**src/rtl/ltc2320_pkg.sv**
```systemverilog
// Shared constants and FSM encoding for the LTC2320 slave emulator and its driver.
// The timing constants describe the CNV pulse width and sampling wait the driver uses.
package ltc2320_pkg;

  localparam int LTC2320_LANES      = 8;
  localparam int DEFAULT_FRAME_BITS = 16;
  localparam int CNV_PULSE_CLK      = 6;
  localparam int SAMPLE_WAIT_CLK    = 90;

  typedef enum logic [1:0] {
    ST_IDLE  = 2'd0,
    ST_CONV  = 2'd1,
    ST_SHIFT = 2'd2
  } state_e;

endpackage

```
**src/rtl/sync_edge_det.sv**
```systemverilog
// Multi-flop synchronizer for an asynchronous pin, followed by one history flop
// that yields single-cycle rise and fall pulses.
module sync_edge_det #(
  parameter int SYNC_STAGES = 2
) (
  input  logic clk,
  input  logic rst_n,
  input  logic din,
  output logic level,
  output logic rise,
  output logic fall
);

  logic [SYNC_STAGES-1:0] sync_q, sync_d;
  logic                   prev_q, prev_d;

  always_comb begin
    sync_d = {sync_q[SYNC_STAGES-2:0], din};
    prev_d = sync_q[SYNC_STAGES-1];
  end

  always_ff @(posedge clk or negedge rst_n) begin
    if (!rst_n) begin
      sync_q <= '0;
      prev_q <= 1'b0;
    end else begin
      sync_q <= sync_d;
      prev_q <= prev_d;
    end
  end

  assign level = sync_q[SYNC_STAGES-1];
  assign rise  = level & ~prev_q;
  assign fall  = ~level & prev_q;

endmodule

```
**src/rtl/ltc2320_emu.sv**
```systemverilog
// Slave-side emulator of an 8-lane LTC2320: latches fabric samples on CNV_n rise,
// waits the conversion time, then shifts each lane out MSB first on SCK falls.
module ltc2320_emu
  import ltc2320_pkg::*;
#(
  parameter int CONV_CYCLES = 60,
  parameter int FRAME_BITS  = DEFAULT_FRAME_BITS,
  parameter int SYNC_STAGES = 2
) (
  input  logic                                clk,
  input  logic                                rst_n,
  input  logic                                CNV_n,
  input  logic                                SCK,
  output logic [LTC2320_LANES-1:0]            SDO,
  output logic                                CLKOUT,
  input  logic [LTC2320_LANES*FRAME_BITS-1:0] data_in,
  output logic                                sample_req,
  output logic                                busy,
  output logic                                err_sck,
  input  logic                                err_clr
);

  localparam logic [7:0] CONV_LAST  = 8'(CONV_CYCLES - 1);
  localparam logic [4:0] FRAME_LAST = 5'(FRAME_BITS - 1);
  localparam logic [4:0] FRAME_SAT  = 5'(FRAME_BITS);

  state_e     state_q, state_d;
  logic [7:0] conv_cnt_q, conv_cnt_d;
  logic [4:0] bit_cnt_q, bit_cnt_d;
  logic       frame_done_q, frame_done_d;
  logic       err_q, err_d;

  logic cnv_level, cnv_rise, cnv_fall;
  logic sck_level, sck_rise, sck_fall;
  logic load_shift, do_shift, last_fall, err_event;
  logic [LTC2320_LANES-1:0] lane_msb;
  logic unused_cnv;

  sync_edge_det #(.SYNC_STAGES(SYNC_STAGES)) u_cnv_sync (
    .clk   (clk),
    .rst_n (rst_n),
    .din   (CNV_n),
    .level (cnv_level),
    .rise  (cnv_rise),
    .fall  (cnv_fall)
  );

  sync_edge_det #(.SYNC_STAGES(SYNC_STAGES)) u_sck_sync (
    .clk   (clk),
    .rst_n (rst_n),
    .din   (SCK),
    .level (sck_level),
    .rise  (sck_rise),
    .fall  (sck_fall)
  );

  assign unused_cnv = cnv_level ^ cnv_fall;

  // A CNV rise always wins over a same-cycle SCK fall.
  assign load_shift = (state_q == ST_CONV) && (conv_cnt_q == CONV_LAST) && !cnv_rise;
  assign do_shift   = (state_q == ST_SHIFT) && sck_fall && !cnv_rise;
  assign last_fall  = do_shift && (bit_cnt_q == FRAME_LAST);
  assign err_event  = !cnv_rise &&
                      (((state_q == ST_CONV) && (sck_rise || sck_fall)) ||
                       ((state_q == ST_IDLE) && frame_done_q && sck_fall));

  always_ff @(posedge clk or negedge rst_n) begin
    if (!rst_n) begin
      state_q <= ST_IDLE;
    end else begin
      state_q <= state_d;
    end
  end

  always_comb begin
    state_d = state_q;
    if (cnv_rise) begin
      state_d = ST_CONV;
    end else begin
      case (state_q)
        ST_CONV:  if (load_shift) state_d = ST_SHIFT;
        ST_SHIFT: if (last_fall)  state_d = ST_IDLE;
        default:  state_d = state_q;
      endcase
    end
  end

  always_comb begin
    SDO        = (state_q == ST_SHIFT) ? lane_msb : '0;
    busy       = (state_q != ST_IDLE);
    sample_req = cnv_rise;
    err_sck    = err_q;
    CLKOUT     = sck_level;
  end

  always_comb begin
    conv_cnt_d   = conv_cnt_q;
    bit_cnt_d    = bit_cnt_q;
    frame_done_d = frame_done_q;
    err_d        = err_q;
    if (cnv_rise) begin
      conv_cnt_d   = '0;
      bit_cnt_d    = '0;
      frame_done_d = 1'b0;
    end else begin
      if ((state_q == ST_CONV) && (conv_cnt_q != 8'hFF)) conv_cnt_d = conv_cnt_q + 8'd1;
      if (load_shift) bit_cnt_d = '0;
      else if (do_shift && (bit_cnt_q != FRAME_SAT)) bit_cnt_d = bit_cnt_q + 5'd1;
      if (last_fall) frame_done_d = 1'b1;
    end
    // Set beats clear when both land in the same cycle.
    if (err_event)    err_d = 1'b1;
    else if (err_clr) err_d = 1'b0;
  end

  always_ff @(posedge clk or negedge rst_n) begin
    if (!rst_n) begin
      conv_cnt_q   <= '0;
      bit_cnt_q    <= '0;
      frame_done_q <= 1'b0;
      err_q        <= 1'b0;
    end else begin
      conv_cnt_q   <= conv_cnt_d;
      bit_cnt_q    <= bit_cnt_d;
      frame_done_q <= frame_done_d;
      err_q        <= err_d;
    end
  end

  genvar gi;
  generate
    for (gi = 0; gi < LTC2320_LANES; gi++) begin : g_lane
      logic [FRAME_BITS-1:0] shadow_q, shadow_d;
      logic [FRAME_BITS-1:0] shift_q, shift_d;

      always_comb begin
        shadow_d = shadow_q;
        shift_d  = shift_q;
        if (cnv_rise) begin
          shadow_d = data_in[gi*FRAME_BITS +: FRAME_BITS];
          shift_d  = '0;
        end else if (load_shift) begin
          shift_d = shadow_q;
        end else if (do_shift) begin
          shift_d = {shift_q[FRAME_BITS-2:0], 1'b0};
        end
      end

      always_ff @(posedge clk or negedge rst_n) begin
        if (!rst_n) begin
          shadow_q <= '0;
          shift_q  <= '0;
        end else begin
          shadow_q <= shadow_d;
          shift_q  <= shift_d;
        end
      end

      assign lane_msb[gi] = shift_q[FRAME_BITS-1];
    end
  endgenerate

endmodule
```
**config.mk**
```make
export PLATFORM = sky130hd
export DESIGN_NAME = ltc2320_emu
export DESIGN_NICKNAME = d
export VERILOG_FILES = /design/src/rtl/ltc2320_pkg.sv /design/src/rtl/sync_edge_det.sv /design/src/rtl/ltc2320_emu.sv
export SDC_FILE = /design/constraint.sdc
export NUM_CORES = 1
export LEC_CHECK = 0
export ABC_AREA = 1
export CELL_PAD_IN_SITES_DETAIL_PLACEMENT = 1
export CELL_PAD_IN_SITES_GLOBAL_PLACEMENT = 1
export CORE_ASPECT_RATIO = 0.9
export CORE_UTILIZATION = 38
export CTS_CLUSTER_DIAMETER = 50
export DETAILED_ROUTE_END_ITERATION = 16
export PLACE_DENSITY_LB_ADDON = 0.1
export SLEW_MARGIN = 20
export SYNTH_ARGS = -nofsm -noshare
export SYNTH_HDL_FRONTEND = slang
export SYNTH_SLANG_ARGS = --single-unit
export TNS_END_PERCENT = 100
```
**constraint.sdc**
```tcl
create_clock -name clk -period 1.55 [get_ports clk]
set_input_delay 0.155 -clock clk [delete_from_list [all_inputs] [get_ports clk]]
set_output_delay 0.155 -clock clk [all_outputs]
set_load 0.02 [all_outputs]
```
==> impl_metrics.yaml <==
worst_setup_path:
  crit_required_ps: 1970
  crit_end: "g_lane[0].shift_q[11]$_DFFE_PN0P_"
  reg2reg_depth: 11
  r2r_end: "g_lane[0].shift_q[11]$_DFFE_PN0P_"
  worstSetupEndpointType: "flop"
  rrSetupSlack_ps: -330
  cp_num_buf_inv: 4
  crit_top_cell: "nand2_1"
  rr_startpoint: "conv_cnt_q[1]$_DFFE_PN0P_"
  startpoint_type: "flop"
  cp_max_fo: 7
  critPathKind: "reg2reg"
  path_cells: "ha_4 -> nand2_4 -> nor2_4 -> nand3_4 -> buf_6 -> buf_12 -> buf_8 -> nand3_1 -> nand2_1 -> nand2_1 -> inv_1"
  cpMaxStageDelayCell: "dfrtp_1"
  worst-path-stages: 11
  critPathLaunch: "conv_cnt_q[1]$_DFFE_PN0P_"
  crit_family: "simple AND/OR/NAND/NOR gates"
  slowest_delay_ps: 410
  crit_arrival_ps: 2300
logic_synthesis:
  syn_area_sq_um: 14200
  synth_warnings: 0
  ys_seq_elements: 279
  postSynthAreaPerCell_sq_um: 7.45
  synth_top_area_share_pct: 49.2
  synth-seq-area-share_pct: 49.2
  synth_cells: 1903
  yosysUniqueCellTypes: 25
  yosys-top-cells-area: "dfrtp_1 (49%), nand2_1 (21%), nand4_1 (10%)"
  syn-num-nets: 2041
  synth_top_area_cell: "dfrtp_1"
route:
  ant_nets: 0
  wire_per_inst_microns: 20.7
  drt-initial-drc-count: 778
  drc_errors: 0
  drt-total-wl_microns: 54700
  vias_per_cell: 5.34
  vias: 14100
  dr.pass1.iters: 5
pwr:
  combPwrFrac_pct: 15.1
  p_leak_nw: 11.3
  netSwitchingFraction_pct: 26.9
  p_clk_share_pct: 45.5
  power_density_nw_per_um2: 1030
  seqPwrFrac_pct: 39.4
  peakVddDrop_uv: 657
  power.internal_mw: 15.9
  netSwitchingPower_mw: 5.87
timing:
  relSlewSlack_pct: 67.0
  post-route-period-util_pct: 121
  finalHoldViolations: 0
  rsz0062_at_grt: "true"
  setup_viol: 152
  timing.final.ws_setup_ps: -327
  fmax_mhz: 533
  min_period_ps: 1880
  holdWs_ps: 81.8
  worst_pin_slew_ps: 495
  setup_tns_ps: -33020
  drv_slew: 0
  fin_skew_ps: 23.0
clock_network:
  insertion_delay_ps: 550
  clockBufferDepth: 3
  cts_buffers: 39
  cts-root-buf: "clkbuf_16"
  h-tree-depth: 2
  cts.sinks: 279
  cts_tree: "yes"
  path_clk_slew_ps: 60
placed_design:
  dp_cells: 2469
  dp_hpwl_microns: 25600
  placed_cell_area_sq_um: 16800
  gp_congestion: 0.780
  numPortBuffers: 144
final_layout:
  fillers: 4185
  syn2layout_area_growth_pct: 48.6
  fin_cells: 2639
  fin_nets: 2272
  drive_gt1_share_pct: 20.9
  postLayoutCellArea_sq_um: 21100
  antennaDiodeCount: 0
outcome:
  failed_checks: "setup timing"
  status: "finished with violations"
grt:
  grt_pass1_wl_microns: 82000
  grt_max_degree: 50
  gr-total-overflow: 0
  grt_antenna_before_repair: 0
  grt_pass1_vias: 14700
  grt_usage_pct: 27.8
die:
  die_area_sq_um: 38100
  start_util_pct: 38.9
  die_h_microns: 185
  rows: 66
  coreArea_sq_um: 36400
  io_pins: 145
  die_x_microns: 206
min_path:
  min_path_type: "in2reg"
run:
  drv_cap: 0
synth_stat cells:
cell	count
a21oi_1	4
buf_1	23
buf_2	84
buf_4	8
buf_6	9
clkbuf_1	23
clkinv_1	1
dfrtp_1	279
ha_1	5
inv_1	261
inv_2	2
nand2_1	784
nand3_1	134
nand3_2	1
nand3_4	1
nand4_1	233
nor2_1	23
nor2_2	1
nor2_4	1
nor3_1	1
o21a_1	1
o21ai_0	7
o22ai_1	10
or2_2	1
xor2_1	6
cells by family after synthesis:
family	synth area share, %
adder cells (fa/ha/maj)	0.441
buffers and inverters	12.3
AO/OA/AOI/OAI	0.882
AND/OR/NAND/NOR	36.8
XOR/XNOR	0.371
flip-flops	49.2
what timing repair did:
item	4_1_cts	5_1_grt
pin swaps	83	105
cloned	37	10
setup buffers	41	21
setup endpoints to repair	147	195
resized for setup	272	110
hold buffers	1	0
hold endpoints to repair	249	0
routing by layer:
layer  share of wire [%]  GRT usage, %  vias up
met1                  44          38.3     7044
li1                    -             -     6536
met4                 4.0          11.1        0
met5                   0             0        -
met3                 5.2          3.85      123
met2                  47          43.9      393
power groups by stage:
stage | clock network, mW | registers [mW] | logic (mW)
after floorplan | 0 | 8.53 | 1.56
after global placement | 0 | 8.61 | 2.66
after detailed placement | 0 | 8.64 | 2.78
after CTS | 10.0 | 8.53 | 3.00
after global routing | 10.4 | 8.67 | 3.67
final | 9.92 | 8.59 | 3.29
sequential cells by signal, indices dropped and copies added (netlist names), 2 cells and up:
| name | count |
|---|---|
| u_cnv_sync.sync_q | 2 |
| g_lane.shift_q | 128 |
| conv_cnt_q | 8 |
| state_q | 2 |
| g_lane.shadow_q | 128 |
| bit_cnt_q | 5 |
| u_sck_sync.sync_q | 2 |
metrics by stage:
| stage | total power [mW] | setup WS (ps) | util, % |
|---|---|---|---|
| floorplan | 10.1 | -33.4 | - |
| global placement | 11.3 | -166 | 46.1 |
| detailed placement | 11.4 | -213 | 46.1 |
| CTS | 21.6 | -186 | 56.2 |
| global route | 22.7 | -394 | 57.9 |
| finish | 21.8 | -327 | 57.9 |
worst register-to-register path: cells and delay by family (launching register included):
family / cells / cell delay [ps]
buffers and inverters: 4 / 520
flip-flops: 1 / 410
AND/OR/NAND/NOR: 6 / 640
adder cells (fa/ha/maj): 1 / 200
layout by cell type (no fill, tap or decap), types with 5 or more instances in the layout:
cell type	n
nand2_1	750
dfrtp_1	277
inv_1	248
nand4_1	233
clkdlybuf4s50_1	131
nand3_2	85
buf_12	57
clkbuf_16	50
buf_4	49
buf_6	46
nand3_1	41
buf_16	35
nand2_2	29
nor2_4	14
inv_2	11
nand3_4	10
nor2_1	8
o22ai_2	8
clkbuf_8	8
bufinv_16	7
clkinvlp_4	5
worst min-delay path by stage:
stage	slack, ps	start	end	cells after the start
final	80	SCK	u_sck_sync.sync_q[0]$_DFF_PN0_	1
after detailed placement	130	rst_n	g_lane[0].shadow_q[7]$_DFFE_PN0N_	1
after CTS	80	SCK	u_sck_sync.sync_q[0]$_DFF_PN0_	1
after floorplan	-140	rst_n	bit_cnt_q[0]$_DFFE_PN0P_	0
after global placement	130	rst_n	g_lane[0].shadow_q[5]$_DFFE_PN0N_	1
after global routing	90	SCK	u_sck_sync.sync_q[0]$_DFF_PN0_	1
cell type report:
cell class                 count  area, sq um  area share, %
clock buffer                  53         1150           5.46
tap                          476          596           2.83
sequential                   279         6980           33.2
inverter                     264         1020           4.83
timing repair buffer         337         4710           22.3
multi-input combinational   1213         6330           30.0
clock inverter                17          282           1.34
(Power assumes the default switching activity.)
